[config.mk]
export PLATFORM = sky130hd
export DESIGN_NAME = mat_load_ctrl
export DESIGN_NICKNAME = d
export VERILOG_FILES = /design/src/rtl/mat_pkg.sv /design/src/rtl/mat_idx_cnt.sv /design/src/rtl/mat_load_ctrl.sv
export SDC_FILE = /design/constraint.sdc
export NUM_CORES = 1
export LEC_CHECK = 0
export CORE_UTILIZATION = 53
export CTS_CLUSTER_DIAMETER = 120
export DETAILED_ROUTE_END_ITERATION = 16
export MAX_ROUTING_LAYER = met4
export PLACE_DENSITY_LB_ADDON = 0.12
export SYNTH_ARGS = -nofsm -noshare
export SYNTH_HDL_FRONTEND = slang
export SYNTH_HIERARCHICAL = 1
export SYNTH_SLANG_ARGS = --single-unit
[constraint.sdc]
create_clock -name clk -period 10.5 [get_ports clk]
set_input_delay 1.05 -clock clk [delete_from_list [all_inputs] [get_ports clk]]
set_output_delay 1.05 -clock clk [all_outputs]
set_load 0.03 [all_outputs]
[src/rtl/mat_pkg.sv]
// Shared constants, state encoding and error causes for the matrix loader.
package mat_pkg;

    localparam int MAX_DIM = 16;
    localparam int DATA_W  = 32;

    typedef enum logic [2:0] {
        HDR_A  = 3'd0,
        LOAD_A = 3'd1,
        HDR_B  = 3'd2,
        LOAD_B = 3'd3,
        READY  = 3'd4,
        ERR    = 3'd5
    } state_e;

    localparam logic [1:0] ERR_NONE    = 2'd0;
    localparam logic [1:0] ERR_A_RANGE = 2'd1;
    localparam logic [1:0] ERR_B_RANGE = 2'd2;
    localparam logic [1:0] ERR_INNER   = 2'd3;

    // A dimension is usable when it is in 1..max_dim.
    function automatic logic dim_ok(input logic [15:0] d, input int max_dim);
        return (d != 16'd0) && (int'(d) <= max_dim);
    endfunction

endpackage

[src/rtl/mat_idx_cnt.sv]
// Row-major element index counter: col wraps at cols-1 into the next row,
// and the whole counter returns to (0,0) after the final element.
module mat_idx_cnt #(
    parameter int IDX_W = 4
) (
    input  logic             clk,
    input  logic             rstn,
    input  logic             clr_i,
    input  logic             inc_i,
    input  logic [15:0]      rows_i,
    input  logic [15:0]      cols_i,
    output logic [IDX_W-1:0] row_o,
    output logic [IDX_W-1:0] col_o,
    output logic             last_o
);

    logic [IDX_W-1:0] row_q, row_d;
    logic [IDX_W-1:0] col_q, col_d;
    logic             col_end;
    logic             row_end;

    assign col_end = (16'(col_q) == (cols_i - 16'd1));
    assign row_end = (16'(row_q) == (rows_i - 16'd1));
    assign last_o  = col_end && row_end;
    assign row_o   = row_q;
    assign col_o   = col_q;

    always_comb begin
        row_d = row_q;
        col_d = col_q;
        if (clr_i) begin
            row_d = '0;
            col_d = '0;
        end else if (inc_i) begin
            if (col_end) begin
                col_d = '0;
                row_d = row_end ? '0 : row_q + 1'b1;
            end else begin
                col_d = col_q + 1'b1;
            end
        end
    end

    always_ff @(posedge clk or negedge rstn) begin
        if (!rstn) begin
            row_q <= '0;
            col_q <= '0;
        end else begin
            row_q <= row_d;
            col_q <= col_d;
        end
    end

endmodule

[src/rtl/mat_load_ctrl.sv]
// Parses a word stream of two headed matrices (A then B) into element writes
// for the matrix buffers, checks dimensions, and hands both off via mats_valid.
// Stream handshake: a word transfers on a rising edge where s_valid && s_ready;
// s_data must be stable while s_valid is high and s_ready is low.
module mat_load_ctrl
    import mat_pkg::*;
#(
    parameter int MAX_DIM = mat_pkg::MAX_DIM,
    parameter int DATA_W  = mat_pkg::DATA_W
) (
    input  logic                               clk,
    input  logic                               rstn,
    input  logic [DATA_W-1:0]                  s_data,
    input  logic                               s_valid,
    output logic                               s_ready,
    input  logic                               clear,
    output logic                               wr_en,
    output logic                               wr_sel,
    output logic [$clog2(MAX_DIM*MAX_DIM)-1:0] wr_addr,
    output logic [DATA_W-1:0]                  wr_data,
    output logic [15:0]                        rows_a,
    output logic [15:0]                        cols_a,
    output logic [15:0]                        rows_b,
    output logic [15:0]                        cols_b,
    output logic                               mats_valid,
    input  logic                               mats_ack,
    output logic                               err,
    output logic [1:0]                         err_code,
    output logic [2:0]                         dbg_state
);

    localparam int ADDR_W = $clog2(MAX_DIM*MAX_DIM);
    localparam int IDX_W  = (MAX_DIM > 1) ? $clog2(MAX_DIM) : 1;

    state_e              state_q, state_d;
    logic [1:0]          err_code_q, err_code_d;
    logic [15:0]         rows_a_q, rows_a_d, cols_a_q, cols_a_d;
    logic [15:0]         rows_b_q, rows_b_d, cols_b_q, cols_b_d;
    logic                mats_valid_q, mats_valid_d;
    logic                wr_en_q, wr_en_d;
    logic                wr_sel_q, wr_sel_d;
    logic [ADDR_W-1:0]   wr_addr_q, wr_addr_d;
    logic [DATA_W-1:0]   wr_data_q, wr_data_d;

    logic                accept;
    logic                in_load;
    logic                cnt_inc;
    logic [15:0]         cnt_rows, cnt_cols;
    logic [IDX_W-1:0]    cnt_row, cnt_col;
    logic                cnt_last;
    logic [15:0]         hdr_rows, hdr_cols;
    logic                hdr_ok;
    logic [ADDR_W-1:0]   elem_addr;

    assign s_ready  = (state_q != READY);
    assign accept   = s_valid && s_ready;
    assign in_load  = (state_q == LOAD_A) || (state_q == LOAD_B);
    assign cnt_inc  = accept && in_load && !clear;
    assign cnt_rows = (state_q == LOAD_B) ? rows_b_q : rows_a_q;
    assign cnt_cols = (state_q == LOAD_B) ? cols_b_q : cols_a_q;
    assign hdr_cols = s_data[31:16];
    assign hdr_rows = s_data[15:0];
    assign hdr_ok   = dim_ok(hdr_rows, MAX_DIM) && dim_ok(hdr_cols, MAX_DIM);
    assign elem_addr = ADDR_W'(32'(cnt_row) * 32'(MAX_DIM) + 32'(cnt_col));

    mat_idx_cnt #(
        .IDX_W (IDX_W)
    ) u_idx_cnt (
        .clk    (clk),
        .rstn   (rstn),
        .clr_i  (clear),
        .inc_i  (cnt_inc),
        .rows_i (cnt_rows),
        .cols_i (cnt_cols),
        .row_o  (cnt_row),
        .col_o  (cnt_col),
        .last_o (cnt_last)
    );

    always_comb begin
        state_d      = state_q;
        err_code_d   = err_code_q;
        rows_a_d     = rows_a_q;
        cols_a_d     = cols_a_q;
        rows_b_d     = rows_b_q;
        cols_b_d     = cols_b_q;
        mats_valid_d = 1'b0;
        wr_en_d      = 1'b0;
        wr_sel_d     = wr_sel_q;
        wr_addr_d    = wr_addr_q;
        wr_data_d    = wr_data_q;
        if (clear) begin
            state_d    = HDR_A;
            err_code_d = ERR_NONE;
        end else begin
            unique case (state_q)
                HDR_A: begin
                    if (accept) begin
                        if (hdr_ok) begin
                            rows_a_d = hdr_rows;
                            cols_a_d = hdr_cols;
                            state_d  = LOAD_A;
                        end else begin
                            err_code_d = ERR_A_RANGE;
                            state_d    = ERR;
                        end
                    end
                end
                LOAD_A, LOAD_B: begin
                    if (accept) begin
                        wr_en_d   = 1'b1;
                        wr_sel_d  = (state_q == LOAD_B);
                        wr_addr_d = elem_addr;
                        wr_data_d = s_data;
                        if (cnt_last) begin
                            state_d = (state_q == LOAD_A) ? HDR_B : READY;
                        end
                    end
                end
                HDR_B: begin
                    if (accept) begin
                        if (!hdr_ok) begin
                            err_code_d = ERR_B_RANGE;
                            state_d    = ERR;
                        end else if (hdr_rows != cols_a_q) begin
                            err_code_d = ERR_INNER;
                            state_d    = ERR;
                        end else begin
                            rows_b_d = hdr_rows;
                            cols_b_d = hdr_cols;
                            state_d  = LOAD_B;
                        end
                    end
                end
                // mats_valid is registered off the READY state so it rises
                // one cycle after the final B write strobe.
                READY: begin
                    if (mats_ack) begin
                        state_d = HDR_A;
                    end else begin
                        mats_valid_d = 1'b1;
                    end
                end
                ERR: begin
                    state_d = ERR;
                end
                default: begin
                    state_d = HDR_A;
                end
            endcase
        end
    end

    always_ff @(posedge clk or negedge rstn) begin
        if (!rstn) begin
            state_q      <= HDR_A;
            err_code_q   <= ERR_NONE;
            rows_a_q     <= '0;
            cols_a_q     <= '0;
            rows_b_q     <= '0;
            cols_b_q     <= '0;
            mats_valid_q <= 1'b0;
            wr_en_q      <= 1'b0;
            wr_sel_q     <= 1'b0;
            wr_addr_q    <= '0;
            wr_data_q    <= '0;
        end else begin
            state_q      <= state_d;
            err_code_q   <= err_code_d;
            rows_a_q     <= rows_a_d;
            cols_a_q     <= cols_a_d;
            rows_b_q     <= rows_b_d;
            cols_b_q     <= cols_b_d;
            mats_valid_q <= mats_valid_d;
            wr_en_q      <= wr_en_d;
            wr_sel_q     <= wr_sel_d;
            wr_addr_q    <= wr_addr_d;
            wr_data_q    <= wr_data_d;
        end
    end

    assign wr_en      = wr_en_q;
    assign wr_sel     = wr_sel_q;
    assign wr_addr    = wr_addr_q;
    assign wr_data    = wr_data_q;
    assign rows_a     = rows_a_q;
    assign cols_a     = cols_a_q;
    assign rows_b     = rows_b_q;
    assign cols_b     = cols_b_q;
    assign mats_valid = mats_valid_q;
    assign err        = (state_q == ERR);
    assign err_code   = err_code_q;
    assign dbg_state  = state_q;

endmodule

==> results of run 1 <==
-- sequential cells by signal, indices dropped and copies added (netlist names), 2 cells and up --
| signal | cells |
|---|---|
| wr_addr | 8 |
| rows_b | 16 |
| u_idx_cnt/row_o | 4 |
| u_idx_cnt/col_o | 4 |
| rows_a | 16 |
| cols_b | 16 |
| wr_data | 32 |
| dbg_state | 3 |
| err_code | 2 |
| cols_a | 16 |
-- cell type report --
type / instances / share of cell area [%]
sequential: 120 / 36.77
inverter: 18 / 0.8273
tap: 140 / 2.145
clock inverter: 7 / 1.701
multi-input combinational: 336 / 33.91
clock buffer: 25 / 5.929
timing repair buffer: 154 / 18.72
-- synth_stat cells (3+ instances only) --
cell | instances | area share [%]
dfrtp_1 | 120 | 51
mux2_1 | 85 | 16
and2_1 | 44 | 4.6
xor2_1 | 19 | 2.8
inv_1 | 17 | 1.1
nand2_1 | 17 | 1.1
nor4_1 | 17 | 1.8
clkbuf_1 | 14 | 0.89
nor2_1 | 13 | 0.82
a21oi_1 | 9 | 0.76
nand3_1 | 9 | 0.76
nor3_1 | 9 | 0.76
mux2_4 | 8 | 2.0
nand2b_1 | 8 | 0.85
nand4_1 | 6 | 0.63
a211oi_1 | 5 | 0.63
xnor2_1 | 5 | 0.74
a31oi_1 | 4 | 0.42
ha_1 | 4 | 0.85
mux2i_1 | 4 | 0.68
nor2b_1 | 4 | 0.42
nor4b_1 | 4 | 0.59
o21ai_0 | 4 | 0.34
a2111oi_0 | 3 | 0.44
and4_1 | 3 | 0.44
buf_1 | 3 | 0.19
o211ai_1 | 3 | 0.38
o32ai_1 | 3 | 0.44
or3_1 | 3 | 0.32
or4b_1 | 3 | 0.51
-- per-layer routing --
metal	GRT usage [%]	wire (microns)	part of all wire, %
met2	45.92	7587	48
met3	5.630	793	5.0
met5	-	0	0
met4	10.76	271	1.7
met1	39.65	7082	45
-- through the flow --
step	hold slack (ns)	setup WS [ns]
after floorplan	0.5503	6.188
after global placement	0.4663	6.052
after detailed placement	0.4737	5.907
after CTS	0.4864	5.824
after global routing	0.4973	5.471
final	0.4842	5.797
-- critical path: stages, from the launching register on --
cell and delay [ns]:
dfrtp_1 0.60, inv_2 0.16, or2_1 0.26, buf_4 0.27, mux2_1 0.44, inv_1 0.08
ha_1 0.29, or2b_2 0.36, a211oi_1 0.35, and4_1 0.24, nand2_1 0.16, nor4b_1 0.59
nand2b_1 0.18, a21oi_1 0.12, o22ai_1 0.15, a21oi_1 0.09, a311oi_1 0.25
-- power by group --
part / internal [W] / total, W / switching [W]
Sequential: 0.000517 / 0.000550 / 0.0000327
Clock: 0.000411 / 0.000609 / 0.000198
Combinational: 0.000140 / 0.000323 / 0.000183
Total: 0.00107 / 0.00148 / 0.000414
-- cells by family after synthesis --
group	count (synthesis)	share of synthesized area, %
and+or+nand+nor	155	15.85
muxes	97	18.87
adders and majority gates	4	0.8452
DFF	120	50.71
AOI/OAI and AO/OA	55	7.120
xor gates and xnor gates	25	3.951
buffers and inverters	38	2.662
-- path summary, 6_finish.rpt --
| path | to |
|---|---|
| max | dbg_state[2] |
| min | wr_data[10] |
| max reg2reg | dbg_state[2] |
| min reg2reg | wr_data[10] |
| max in group asynchronous | cols_a[8] |
| min in group asynchronous | wr_data[12] |
==> impl_metrics.ini, run 1 <==
[clocking]
clkLatencyLatePin_ns = 0.53
post_cts_resize_count = 0
cts-buffers-inserted = 17
cts_setup_buffers = 0
clkTransAtPathRegs_ns = 0.05
root_buffer = clkbuf_8
clock-sinks = 120
cts_max_level = 4
postCtsHoldBufs = 0
clk_path_buf_depth = 2
cts_tree = done

[layout]
multi_input_area_sq_um = 2769
final_cell_mix = 149 x clkdlybuf4s50_1, 120 x dfrtp_1, 85 x mux2_1
num-fill-cells = 743
fin_cells = 800
nNetsFinal = 688
drive_above_1_share_pct = 8.182
fin_area_sq_um = 8167
n_antenna_cell = 0
layout_commonest_cell = clkdlybuf4s50_1
fin_util_pct = 75.33
final-seq-area_sq_um = 3003
synthToLayoutAreaGrowth_pct = 37.90

[route]
post_drt_via_cell_ratio = 5.880
first_pass_iters = 6
route.detailed.drc = 0
routed_wl_mm = 15.73
drtIter0Drc = 349
wl_per_cell_microns = 19.67
vias = 4704
final_antenna_net_count = 0

[yosys]
synth_seq_area_share_pct = 50.71
postSynthAreaPerCell_sq_um = 11.99
ys_ff_latch = 120
syn_area_sq_um = 5922
syn_inst = 494
yosysWarnings = 6
synthArstFlopShare_pct = 100.0
syn_nets = 535
synth_edf_count = 0
synth_flop_cell = dfrtp_1
yosysUniqueCellTypes = 65

[sta]
period_share_pct = 44.79
slew_viol_final = 0
period_minus_slack_ns = 4.703
fin_skew_ns = 0.006714
hold_viol_final = 0
rsz0062_at_grt = no
slew_headroom_pct = 20.70
worst_pin_slew_ns = 1.190
fmax_ghz = 0.2126
totalNegativeSetupSlack_ns = 0
setup_violations = 0

[placed_design]
place_area_sq_um = 7543
port_buffers = 150
place_hpwl_mm = 10.95
post-place-cells = 768
place_congestion = 0.8661

[global_route]
grt_overflow = 0
grt_pass1_wl_mm = 25.10
first_global_vias = 4714
grt_max_degree = 69
antenna_found_initial = 0
grtUsageTotal_pct = 29.86

[setup_path]
crit_arrival_ns = 5.12
required_ns = 10.92
worstReg2RegStart = dbg_state[0]
r2r_cells = 16
cp-startpoint = dbg_state[0]
crit_fanout = 32
r2r_slack_ns = 5.80
worst_setup_path_start_kind = flip-flop
crit_type = reg -> reg
crit_path_end_kind = flip-flop

[floorplan]
die_x_microns = 107.7
pin_count = 151
die_area_sq_um = 11600
dieHeight_microns = 107.7
start_util_pct = 54.63
core-area_sq_um = 10840
rows = 38

[worst_hold_path]
hp-class = reg -> reg
hold_depth = 1
hold_path.startpoint = wr_data[10]

[power_and_ir_drop]
power_density_nw_per_um2 = 181.5
ir_drop_uv = 165.1
fin_total_pwr_w = 0.001482
total_leakage_power_nw = 3.686

[run]
cap_violations = 0

[status]
outcome = complete, no violations
Note: power is estimated with default switching activity, not from simulation.
==> run 2, diff against run 1 <==
- CORE_UTILIZATION: 53 -> 45
- clock period: 10.5 -> 3.8 ns (I/O delays scaled with it)
==> run 2 against run 1 <==
  * Global-route usage is 4.9 points lower
  * Sequential share of layout area is 0.86 points lower
  * Setup slack worse by 5.7 ns
  * Cell count is 5.8% higher
  * Register-to-register slack worse by 5.7 ns
  * Critical endpoint unchanged
==> impl_metrics.ini, run 2 (synthesis results as in run 1) <==
[layout]
nNetsFinal = 703
synthToLayoutAreaGrowth_pct = 41.37
drive_above_1_share_pct = 13.65
n_antenna_cell = 0
fin_area_sq_um = 8372
final_cell_mix = 149 x clkdlybuf4s50_1, 117 x dfrtp_1, 79 x mux2_1
largest_register_ffs = 32
layout_commonest_cell = clkdlybuf4s50_1

[sta]
worst_pin_slew_ns = 0.7785
slew_viol_final = 0
setup_slack_ns = 0.1248
holdWs_ns = 0.04285
setup_violations = 0
period_minus_slack_ns = 3.675
fmax_ghz = 0.2721
fin_skew_ns = 0.007816
slew_headroom_pct = 48.10
period_share_pct = 96.72
hold_viol_final = 0

[power_and_ir_drop]
total_leakage_power_nw = 3.773
power_density_nw_per_um2 = 460.6
fin_total_pwr_w = 0.003856
ir_drop_uv = 302.4

[setup_path]
crit_type = reg -> reg
crit_slowest_cell = dfrtp_2
crit_fanout = 16
critPathBufInv = 3
required_ns = 4.12
crit_arrival_ns = 3.99
worstPathCellList = nand2b_1 -> or2_4 -> buf_12 -> mux2_4 -> inv_1 -> ha_2 -> buf_4 -> nor4bb_2 -> mux2i_1 -> o32ai_2 -> nand3_1 -> nor4b_4 -> nand2b_1 -> a21oi_1 -> o22ai_1 -> a21oi_1 -> a311oi_1
crit_path_max_incr_delay_ns = 0.39
crit_family = simple AND/OR/NAND/NOR gates
worst_setup_path_start_kind = flip-flop
crit_path_end_kind = flip-flop

[floorplan]
die_area_sq_um = 13620
die_x_microns = 116.7
core-area_sq_um = 12720
pin_count = 151
dieHeight_microns = 116.7
start_util_pct = 46.55
rows = 41

[clocking]
cts_max_level = 4
clkTransAtPathRegs_ns = 0.05
clkLatencyLatePin_ns = 0.42
cts_tree = done
cts-buffers-inserted = 17
clock-sinks = 120
root_buffer = clkbuf_16
clk_path_buf_depth = 2

[route]
drtIter0Drc = 249
first_pass_iters = 6
post_drt_via_cell_ratio = 5.447
route.detailed.drc = 0
final_antenna_net_count = 0
vias = 4608
routed_wl_mm = 15.68
wl_per_cell_microns = 18.53

[placed_design]
place_congestion = 0.9121
port_buffers = 150
dp_slack_ns = 0.03695
place_hpwl_mm = 11.22
place_area_sq_um = 7726

[run]
cap_violations = 0

[global_route]
grt_pass1_wl_mm = 24.41
first_global_vias = 4529
grt_overflow = 0
grtUsageTotal_pct = 24.93
grt_max_degree = 62
antenna_found_initial = 0

[status]
outcome = complete, no violations

[worst_hold_path]
hp-class = in -> async
## run 2: per-stage QoR
step                TNS (ns)  cells  utilization [%]
CTS                        0    843            64.94
global route        -0.07771    846            65.80
global placement           0    812            60.73
detailed placement         0    812            60.73
floorplan                  0    494                -
finish                     0    846            65.80
## run 2: worst paths after layout
check                                  start  depth (start not counted)           end  slack, ns
worst max-delay path            dbg_state[2]                         17  dbg_state[2]       0.12
worst min-delay path                    rstn                          1   wr_data[13]       0.04
worst max register to register  dbg_state[2]                         17  dbg_state[2]       0.12
worst min register to register    wr_data[3]                          1    wr_data[3]       0.48
max in group asynchronous               rstn                          2  dbg_state[1]       2.95
min in group clk                  wr_data[3]                          1    wr_data[3]       0.48
## run 2: where the power goes
group	switching, W	leakage, nW	total (W)	internal (W)
logic	0.000519	1.91	0.000920	0.000400
registers	0.0000710	1.60	0.00150	0.00143
clock network	0.000545	0.261	0.00143	0.000890
total	0.00114	3.77	0.00386	0.00272
## run 2: what timing repair did
item / in CTS / in global routing
gates resized for setup: 0 / 17
setup buffers: 0 / 2
endpoints found under the setup margin: 0 / 2
hold buffers: 0 / 0
## run 2: worst reg2reg max path, stage by stage, from the launching register on
cell and delay, ns:
dfrtp_2 0.39, nand2b_1 0.17, or2_4 0.28, buf_12 0.16, mux2_4 0.34, inv_1 0.07, ha_2 0.18, buf_4 0.14
nor4bb_2 0.27, mux2i_1 0.14, o32ai_2 0.20, nand3_1 0.20, nor4b_4 0.33, nand2b_1 0.14, a21oi_1 0.10, o22ai_1 0.14
a21oi_1 0.09, a311oi_1 0.23
## run 2: metal layers
metal  track usage, %  vias up  routed length (microns)
met2            37.83      164                     7249
li1                 -     2137                        -
met3            5.760       23                      934
met4            8.945        0                      306
met1            32.72     2284                     7184
met5                -        -                        0
## run 2: cell type report
cell class	instances	area [sq um]
fillers	1021	4350
flip-flops and latches	120	3007
multi-input cells	336	2863
repair buffers	169	1684
clock buffers	23	488.0
well taps	172	215.2
inverters	18	67.56
clock inverters	8	47.55
